--- src/rtl/mem_seq_pkg.sv ---
// mem_seq_pkg: shared types and helpers for the byte-serial memory sequencer.
//   op_e        request opcode encoding (6-7 decode as NOP)
//   state_e     sequencer FSM states
//   beat_count  number of byte beats per opcode
//   is_load     opcode returns data into rdata
package mem_seq_pkg;

  localparam int unsigned VEC_BYTES = 8;
  localparam int unsigned BEAT_W    = 3;

  typedef enum logic [2:0] {
    OP_NOP = 3'd0,
    OP_LW  = 3'd1,
    OP_LV  = 3'd2,
    OP_SW  = 3'd3,
    OP_SV  = 3'd4,
    OP_LA  = 3'd5
  } op_e;

  typedef enum logic [1:0] {
    ST_IDLE = 2'd0,
    ST_XFER = 2'd1,
    ST_DONE = 2'd2
  } state_e;

  // Beats per request; unused encodings report zero and behave as NOP.
  function automatic logic [3:0] beat_count(input logic [2:0] op);
    case (op)
      OP_LW, OP_SW: beat_count = 4'd1;
      OP_LA:        beat_count = 4'd4;
      OP_LV, OP_SV: beat_count = 4'd8;
      default:      beat_count = 4'd0;
    endcase
  endfunction

  function automatic logic is_load(input logic [2:0] op);
    return (op == OP_LW) || (op == OP_LV) || (op == OP_LA);
  endfunction

endpackage

--- src/rtl/byte_lane_assembler.sv ---
// byte_lane_assembler: 64-bit load assembly register and store-byte mux.
//   clk, rst          clock, async active-low reset
//   clear_i           zero the load register (load accepted)
//   lane_we_i/lane_i  write rbyte_i into byte lane lane_i
//   wdata_load_i      latch wdata_i (request accepted)
//   sel_i             store byte lane to present on store_byte_c
//   rdata_o           assembled load data (registered)
//   store_byte_c      selected store byte (combinational)
module byte_lane_assembler
  import mem_seq_pkg::*;
(
  input  logic                     clk,
  input  logic                     rst,
  input  logic                     clear_i,
  input  logic                     lane_we_i,
  input  logic [BEAT_W-1:0]        lane_i,
  input  logic [7:0]               rbyte_i,
  input  logic                     wdata_load_i,
  input  logic [8*VEC_BYTES-1:0]   wdata_i,
  input  logic [BEAT_W-1:0]        sel_i,
  output logic [8*VEC_BYTES-1:0]   rdata_o,
  output logic [7:0]               store_byte_c
);

  logic [8*VEC_BYTES-1:0] rdata_d, rdata_q;
  logic [8*VEC_BYTES-1:0] wdata_d, wdata_q;

  // Clear wins over a lane write; both never coincide in practice.
  always_comb begin
    rdata_d = rdata_q;
    wdata_d = wdata_q;
    if (clear_i) begin
      rdata_d = '0;
    end else if (lane_we_i) begin
      rdata_d[8*lane_i +: 8] = rbyte_i;
    end
    if (wdata_load_i) begin
      wdata_d = wdata_i;
    end
  end

  always_ff @(posedge clk or negedge rst) begin
    if (!rst) begin
      rdata_q <= '0;
      wdata_q <= '0;
    end else begin
      rdata_q <= rdata_d;
      wdata_q <= wdata_d;
    end
  end

  assign rdata_o      = rdata_q;
  assign store_byte_c = wdata_q[8*sel_i +: 8];

endmodule

--- src/rtl/mem_seq_unit.sv ---
// mem_seq_unit: breaks one load/store request into 1-8 byte beats against an
// 8-bit memory with ready handshake; returns 64-bit load data and a done pulse.
//   clk, rst                     clock, async active-low reset
//   req_valid/req_ready          request handshake (ready only in IDLE)
//   req_op/req_addr/req_wdata    request, latched at acceptance
//   rdata, done, err             result, completion pulse, bounds error
//   mem_addr/mem_re/mem_we       beat address and strobes
//   mem_wdata/mem_rdata          byte data
//   mem_ready                    beat completes when high with a strobe
// Build option: MEM_SEQ_BOUNDS_CHECK_EN rejects requests crossing the top of
// memory with err; otherwise addresses wrap and err stays 0.
module mem_seq_unit
  import mem_seq_pkg::*;
#(
  parameter int unsigned ADDR_W    = 12,
  parameter int unsigned VEC_BYTES = 8
) (
  input  logic                     clk,
  input  logic                     rst,
  input  logic                     req_valid,
  output logic                     req_ready,
  input  logic [2:0]               req_op,
  input  logic [ADDR_W-1:0]        req_addr,
  input  logic [8*VEC_BYTES-1:0]   req_wdata,
  output logic [8*VEC_BYTES-1:0]   rdata,
  output logic                     done,
  output logic                     err,
  output logic [ADDR_W-1:0]        mem_addr,
  output logic                     mem_re,
  output logic                     mem_we,
  output logic [7:0]               mem_wdata,
  input  logic [7:0]               mem_rdata,
  input  logic                     mem_ready
);

  state_e              state_d, state_q;
  logic [BEAT_W-1:0]   beat_d, beat_q;
  logic [BEAT_W-1:0]   last_d, last_q;
  logic [ADDR_W-1:0]   mem_addr_d, mem_addr_q;
  logic                mem_re_d, mem_re_q;
  logic                mem_we_d, mem_we_q;
  logic [7:0]          mem_wdata_d, mem_wdata_q;
  logic                done_d, done_q;
  logic                err_d, err_q;
  logic                req_ready_d, req_ready_q;

  logic [3:0]          n_c;
  logic                accept_c;
  logic                clear_c;
  logic                lane_we_c;
  logic [BEAT_W-1:0]   next_beat_c;
  logic [7:0]          store_byte_c;

  assign n_c         = beat_count(req_op);
  assign next_beat_c = beat_q + 3'd1;

`ifdef MEM_SEQ_BOUNDS_CHECK_EN
  // Last beat address computed one bit wider; a carry means it runs off the top.
  localparam int unsigned AW1 = ADDR_W + 1;
  logic [ADDR_W:0] end_addr_c;
  logic            oob_c;
  assign end_addr_c = {1'b0, req_addr} + AW1'(n_c) - AW1'(1);
  assign oob_c      = end_addr_c[ADDR_W];
`endif

  // Next-state and registered-output computation.
  always_comb begin
    state_d     = state_q;
    beat_d      = beat_q;
    last_d      = last_q;
    mem_addr_d  = mem_addr_q;
    mem_re_d    = mem_re_q;
    mem_we_d    = mem_we_q;
    mem_wdata_d = mem_wdata_q;
    done_d      = 1'b0;
    err_d       = 1'b0;
    accept_c    = 1'b0;
    clear_c     = 1'b0;
    lane_we_c   = 1'b0;
    case (state_q)
      ST_IDLE: begin
        if (req_valid) begin
          accept_c = 1'b1;
          if (n_c == 4'd0) begin
            state_d = ST_DONE;
            done_d  = 1'b1;
          end
`ifdef MEM_SEQ_BOUNDS_CHECK_EN
          else if (oob_c) begin
            state_d = ST_DONE;
            done_d  = 1'b1;
            err_d   = 1'b1;
          end
`endif
          else begin
            state_d    = ST_XFER;
            beat_d     = '0;
            last_d     = BEAT_W'(n_c - 4'd1);
            mem_addr_d = req_addr;
            clear_c    = is_load(req_op);
            mem_re_d   = is_load(req_op);
            mem_we_d   = !is_load(req_op);
            if (!is_load(req_op)) begin
              mem_wdata_d = req_wdata[7:0];
            end
          end
        end
      end
      ST_XFER: begin
        // Without mem_ready everything holds, stretching the beat.
        if (mem_ready) begin
          lane_we_c = mem_re_q;
          if (beat_q == last_q) begin
            state_d  = ST_DONE;
            mem_re_d = 1'b0;
            mem_we_d = 1'b0;
            done_d   = 1'b1;
          end else begin
            beat_d     = next_beat_c;
            mem_addr_d = mem_addr_q + ADDR_W'(1);
            if (mem_we_q) begin
              mem_wdata_d = store_byte_c;
            end
          end
        end
      end
      ST_DONE: state_d = ST_IDLE;
      default: state_d = ST_IDLE;
    endcase
    req_ready_d = (state_d == ST_IDLE);
  end

  always_ff @(posedge clk or negedge rst) begin
    if (!rst) begin
      state_q     <= ST_IDLE;
      beat_q      <= '0;
      last_q      <= '0;
      mem_addr_q  <= '0;
      mem_re_q    <= 1'b0;
      mem_we_q    <= 1'b0;
      mem_wdata_q <= '0;
      done_q      <= 1'b0;
      err_q       <= 1'b0;
      req_ready_q <= 1'b1;
    end else begin
      state_q     <= state_d;
      beat_q      <= beat_d;
      last_q      <= last_d;
      mem_addr_q  <= mem_addr_d;
      mem_re_q    <= mem_re_d;
      mem_we_q    <= mem_we_d;
      mem_wdata_q <= mem_wdata_d;
      done_q      <= done_d;
      err_q       <= err_d;
      req_ready_q <= req_ready_d;
    end
  end

  byte_lane_assembler u_lanes (
    .clk          (clk),
    .rst          (rst),
    .clear_i      (clear_c),
    .lane_we_i    (lane_we_c),
    .lane_i       (beat_q),
    .rbyte_i      (mem_rdata),
    .wdata_load_i (accept_c),
    .wdata_i      (req_wdata),
    .sel_i        (next_beat_c),
    .rdata_o      (rdata),
    .store_byte_c (store_byte_c)
  );

  assign req_ready = req_ready_q;
  assign done      = done_q;
  assign err       = err_q;
  assign mem_addr  = mem_addr_q;
  assign mem_re    = mem_re_q;
  assign mem_we    = mem_we_q;
  assign mem_wdata = mem_wdata_q;

endmodule

--- config.mk ---
export PLATFORM = sky130hd
export DESIGN_NAME = mem_seq_unit
export DESIGN_NICKNAME = d
export VERILOG_FILES = /design/src/rtl/mem_seq_pkg.sv /design/src/rtl/byte_lane_assembler.sv /design/src/rtl/mem_seq_unit.sv
export SDC_FILE = /design/constraint.sdc
export NUM_CORES = 1
export LEC_CHECK = 0
export CORE_UTILIZATION = 45
export CTS_CLUSTER_SIZE = 10
export DETAILED_ROUTE_END_ITERATION = 8
export GPL_ROUTABILITY_DRIVEN = 0
export PLACE_DENSITY = 0.76
export SLEW_MARGIN = 30
export SYNTH_ARGS = -nofsm -noshare
export SYNTH_HDL_FRONTEND = slang
export SYNTH_SLANG_ARGS = --single-unit
--- constraint.sdc ---
create_clock -name clk -period 2.06 [get_ports clk]
set_input_delay 0.412 -clock clk [delete_from_list [all_inputs] [get_ports clk]]
set_output_delay 0.412 -clock clk [all_outputs]
set_load 0.005 [all_outputs]
==> run metrics, run 1 <==
area of the core 16100 µm²; clock skew approximately 0.012 ns; Period minus WS final approximately 2.0 ns; Crit Path Category flop to flop; CTS Buf Count 17; antenna violations before repair 0; Min Hold Slack ~0.5 ns; Syn Area/Cell between 10 and 15 µm²; detail-routed net length per standard cell 18.0 µm; H-tree depth 4; vias in the first global route roughly 6300; setup TNS 0 ns; Hold WC Path Type flop to flop; Power Density 1230 nW/µm²; routed via count ~6100; ys flop type dfrtp_1; final period utilization 0.987; top cells by area, synth dfrtp_1, mux2_2, mux2i_1; ant diodes 0; global-route wire length before repair between 30000 and 40000 µm; DRT Wirelength around 20000 µm; Pins Over Slew Limit 0; layout cell share with drive strength beyond 1 0.249; Post-synth EDFFs 0; YS warnings 0; Layout Area Growth over Synthesis 42.6%; CTS tree built; dpl cells between 1000 and 1500; post-synth top area cell dfrtp_1; total global-route track usage 0.238; root buffer cell clkbuf_16; die area roughly 17000 µm²; Finished Layout Cells roughly 1100; Die W approximately 130 µm; cell count after synthesis roughly 660; f_max 492 MHz; RSZ-0062 raised after global routing yes; Nets slightly below 1000; CP Capture Type flop; IO Pins 180; Slew HR 0.663; placed inst area 10000 µm²; most frequent cells in the layout clkdlybuf4s50_1, dfrtp_1, mux2_2, nand2_1, nor2_1; drc violations 0; mapped cell area 7520 µm²; Post-Route Utilization 0.665; asr flop ratio synth 1.00; Final setup violation count 0; Synth top area share 0.526; hold endpoint u_lanes.wdata_q[30]$_DFFE_PN0P_; Synth cell types 65; largest net degree at the start of global routing 54; clk sinks 159; via density per instance between 5 and 6; leakage between 4 and 5 nW; Maximum Capacitance Violations 0; Worst Path Required 2.37 ns; Post-Syn Nets roughly 750; PortBufs 178; DP Wirelength between 10000 and 15000 µm; #FFs+latches synth 159; hold wc startpoint u_lanes.wdata_q[30]$_DFFE_PN0P_; crit path DAT ~2.3 ns; most common cell after layout, fill and taps aside clkdlybuf4s50_1; r2r setup slk ~0.027 ns; Final Cell Area 10700 µm²; Die Ht between 100 and 150 µm; worst vdd ir about 810 µV; status completed; clock buffer depth 2; Worst-Margin Slew 0.506 ns; Critical R2R Capture mem_wdata[4]$_DFFE_PN0P_; Pre-antenna DRT Iters 5; final hold vios 0; later-pin clock latency in the skew report 0.43 ns; crit path max fanout 19; First DRT Iteration DRCs roughly 370; CP Launch Type flop; worst-case reg-to-reg path depth 7; antenna-violating nets left 0; sequential area share after synthesis 0.529; row count 46; Reg-to-Reg Start beat_q[1]$_DFFE_PN0P_; Initial Util 0.467; gr ovfl total 0; WHS Path Cells 1; Reg clk slew, reported paths about 0.06 ns
==> metal layers <==
metal	GRT usage	share of wire
met1	0.300	0.42
met2	0.391	0.49
met3	0.0602	0.068
met4	0.0963	0.024
met5	0	0
==> cell type report <==
| class | instances | area, µm² |
|---|---|---|
| clock inverters | 14 | 109 |
| fillers | 1185 | 5390 |
| inverters | 9 | 38.8 |
| well taps | 216 | 270 |
| repair buffers | 244 | 2460 |
| clock buffers | 18 | 439 |
| multi-input cells | 448 | 3420 |
| flip-flops and latches | 159 | 3980 |
==> through the flow <==
stage                     total power (W)  setup slack, ns
after floorplan                   0.00801          -0.0782
after global placement            0.00976           -0.445
after detailed placement           0.0100           -0.533
after global routing               0.0139          -0.0290
final                              0.0132           0.0271
after CTS                          0.0130          0.00433
==> flip-flops by register name, indices dropped and copies added (netlist names) <==
register         flops
done                 1
mem_re               1
state_q              2
mem_we               1
req_ready            1
mem_wdata            8
beat_q               3
mem_addr            12
u_lanes.wdata_q     64
last_q               2
u_lanes.rdata_o     64
==> worst max path at each step <==
stage | endpoint | start
after floorplan | u_lanes.rdata_o[48]$_DFFE_PN0P_ | beat_q[0]$_DFFE_PN0P_
after detailed placement | mem_wdata[0]$_DFFE_PN0P_ | req_op[2]
after global routing | mem_wdata[4]$_DFFE_PN0P_ | beat_q[1]$_DFFE_PN0P_
final | mem_wdata[4]$_DFFE_PN0P_ | beat_q[1]$_DFFE_PN0P_
after CTS | mem_wdata[1]$_DFFE_PN0P_ | beat_q[0]$_DFFE_PN0P_
after global placement | mem_wdata[6]$_DFFE_PN0P_ | req_op[2]
==> synthesized netlist by cell type (2+ instances only) <==
cell,number
a21oi_1,39
nor2b_1,8
nor2_4,2
nand3_1,19
nor3b_1,2
o21ai_1,10
nand4_1,5
nand2_1,63
buf_6,2
buf_4,2
o31a_1,2
nand2b_1,5
inv_1,9
and3_1,2
a31oi_1,13
buf_2,22
nor2_1,56
xnor2_1,2
o211ai_1,2
mux4_2,6
o22ai_1,4
dfrtp_1,158
o21ai_0,19
nor3_1,4
nor3_2,2
ha_1,5
mux2_2,65
clkbuf_1,13
and2_1,12
o22a_1,3
a22o_1,6
a2111oi_0,4
mux2i_1,52
mux2_4,6
==> report_power, final <==
part | internal, W | switching [W]
Clock | 0.00159 | 0.00132
Sequential | 0.00414 | 0.000723
Combinational | 0.00306 | 0.00234
==> worst max-delay path, cell delays in order, from the launching register on <==
cell,delay [ns]
dfrtp_1,0.43
inv_2,0.06
ha_4,0.33
buf_12,0.19
mux2i_2,0.27
a31oi_1,0.14
a22o_1,0.23
mux2_4,0.26
==> logic make-up after synthesis <==
family,share of synthesized area
buf+inv,0.0306
other cells,0.000499
simple gates,0.133
flops,0.529
fa+ha+maj,0.00832
mux,0.197
compound gates,0.0968
xor+xnor,0.00449
==> what timing repair did <==
| action | CTS | global route |
|---|---|---|
| pin swaps | 2 | 5 |
| setup buffers | 2 | 5 |
| setup endpoints to repair | 9 | 37 |
| endpoints found under the hold margin | 46 | 0 |
| gates resized for setup | 9 | 20 |
| hold buffers | 1 | 0 |
No activity file was read; power rests on OpenSTA's default activity.
==> run 2, diff against run 1 <==
--- a/config.mk
+++ b/config.mk
@@ -5,12 +5,13 @@
 export SDC_FILE = /design/constraint.sdc
 export NUM_CORES = 1
 export LEC_CHECK = 0
+export CAP_MARGIN = 5
 export CORE_UTILIZATION = 45
 export CTS_CLUSTER_SIZE = 10
 export DETAILED_ROUTE_END_ITERATION = 8
 export GPL_ROUTABILITY_DRIVEN = 0
 export PLACE_DENSITY = 0.76
-export SLEW_MARGIN = 30
+export SLEW_MARGIN = 20
 export SYNTH_ARGS = -nofsm -noshare
 export SYNTH_HDL_FRONTEND = slang
 export SYNTH_SLANG_ARGS = --single-unit
==> results of run 2 <==
Final layout, timing and power as in run 1 (identical DEF).
==> run 3, diff against run 2 <==
==> constraint.sdc (replaced) <==
create_clock -name clk -period 1.8 [get_ports clk]
set_input_delay 0.36 -clock clk [delete_from_list [all_inputs] [get_ports clk]]
set_output_delay 0.36 -clock clk [all_outputs]
set_load 0.005 [all_outputs]
==> run metrics, run 3 (same netlist as run 1, synthesis figures left out) <==
Die Ht around 130 µm; Period minus WS final approximately 2.0 ns; antenna violations before repair 1; via density per instance 5.55; CTS Buf Count 17; largest net degree at the start of global routing roughly 50; status finished with violations; Crit Path Category flop to flop; clock buffer depth 2; CP Capture Type flop; met1 Use GR 0.300; area of the core about 16000 µm²; DRT Wirelength roughly 22000 µm; Min Hold Slack 0.438 ns; FILL cells between 1000 and 1500; detail-routed net length per standard cell between 15 and 20 µm; Worst Path Required approximately 2.1 ns; H-tree depth 4; crit path max fanout 8; Reg clk slew, reported paths 0.06 ns; IO Pins 180; routed via count about 6400; Pre-antenna DRT Iters 5; final hold vios 0; Die W 131 µm; PortBufs about 180; Pins Over Slew Limit 0; row count 46; drc violations 0; most frequent cells in the layout clkdlybuf4s50_1, dfrtp_1, buf_4, mux2_2, nor2_1; Final setup violation count between 70 and 80; Final WS setup -0.237 ns; DP Wirelength between 10000 and 15000 µm; root buffer cell clkbuf_16; Nets around 1000; final period utilization 1.13; global-route wire length before repair roughly 34000 µm; crit path DAT roughly 2.3 ns; GR Layer Usage met2 0.413; clk sinks approximately 160; multi-input logic area between 3000 and 4000 µm²; failing checks negative setup slack; pre-CTS WS -0.692 ns; clock skew approximately 0.0065 ns; register area 3990 µm²; met3 Track Usage GR 0.0679; gr ovfl total 0; f_max roughly 490 MHz; layout cell share with drive strength beyond 1 0.331; Power Density roughly 1400 nW/µm²; later-pin clock latency in the skew report 0.42 ns; total global-route track usage 0.248; busiest grt layer met2; die area about 17000 µm²; leakage between 4 and 5 nW; vias in the first global route around 6500; First DRT Iteration DRCs between 300 and 400; CP Launch Type flop; Finished Layout Cells ~1100; Layout Area Growth over Synthesis 54.8%; Initial Util 0.467; Maximum Capacitance Violations 0; CTS tree built; most common cell after layout, fill and taps aside clkdlybuf4s50_1; Hold WC Path Type input pin to async pin; RSZ-0062 raised after global routing yes; antenna-violating nets left 0; worst vdd ir 915 µV; dpl cells between 1000 and 1500; Post-Route Utilization 0.722
run 3: cell count changes in the layout (fill, tap and decap cells not counted), sizes merged:
cell	before	now
clkbuf	18	25
dlygate4sd2	0	4
clkinv	6	3
buf	66	98
diode	0	1
bufinv	0	3
clkdlybuf4s50	177	173
inv	13	12
clkinvlp	4	2
run 3: area by class of cell:
class                   count  share of cell area
repair buffers            280               0.253
well taps                 216              0.0232
inverters                   9             0.00333
diodes                      1            0.000215
flip-flops and latches    159               0.343
clock inverters            11              0.0132
clock buffers              21              0.0387
multi-input cells         448               0.325
run 3: critical path: stages, from the launching register on:
cell	delay [ns]
dfrtp_2	0.41
inv_6	0.04
ha_4	0.28
buf_12	0.14
nor3b_4	0.24
nand3_2	0.14
buf_6	0.15
nor2_4	0.09
buf_12	0.15
mux2i_2	0.22
nor2_1	0.07
run 3: per-layer routing:
metal  up-vias  share of wire
met5         -              0
met4         0          0.025
li1       2863              -
met2       267           0.51
met3        47          0.072
met1      3176           0.40
run 3: where the power goes:
group | total [W] | internal, W | leakage (nW) | switching, W
clock network | 0.00369 | 0.00223 | 0.289 | 0.00146
registers | 0.00568 | 0.00475 | 2.01 | 0.000930
logic | 0.00744 | 0.00426 | 2.56 | 0.00317
total | 0.0168 | 0.0113 | 4.86 | 0.00556
run 3: path summary, 6_finish.rpt:
kind,slack (ns),start,cells after the start,endpoint
worst min register to register,0.50,u_lanes.wdata_q[27]$_DFFE_PN0P_,1,u_lanes.wdata_q[27]$_DFFE_PN0P_
min in group clk,0.50,u_lanes.wdata_q[27]$_DFFE_PN0P_,1,u_lanes.wdata_q[27]$_DFFE_PN0P_
worst min-delay path,0.44,rst,2,u_lanes.rdata_o[40]$_DFFE_PN0P_
worst max-delay path,-0.24,beat_q[0]$_DFFE_PN0P_,10,u_lanes.rdata_o[23]$_DFFE_PN0P_
worst max register to register,-0.24,beat_q[0]$_DFFE_PN0P_,10,u_lanes.rdata_o[23]$_DFFE_PN0P_
max in group asynchronous,0.72,rst,3,mem_addr[5]$_DFFE_PN0P_
run 3: through the flow:
step                      setup TNS, ns  instance area (µm²)  power (W)
after detailed placement         -62.61                10200     0.0116
final                             -8.00                11600     0.0168
after global placement           -54.05                10200     0.0113
after floorplan                  -12.49                 7600    0.00918
after CTS                         -6.65                11200     0.0160
after global routing             -15.43                11600     0.0177
run 3: timing repair:
item,4_1_cts,5_1_grt
hold endpoints to repair,40,0
gates cloned,1,7
hold buffers,1,0
gates resized for setup,68,76
pin swaps,18,27
endpoints found under the setup margin,127,157
setup buffers,13,5
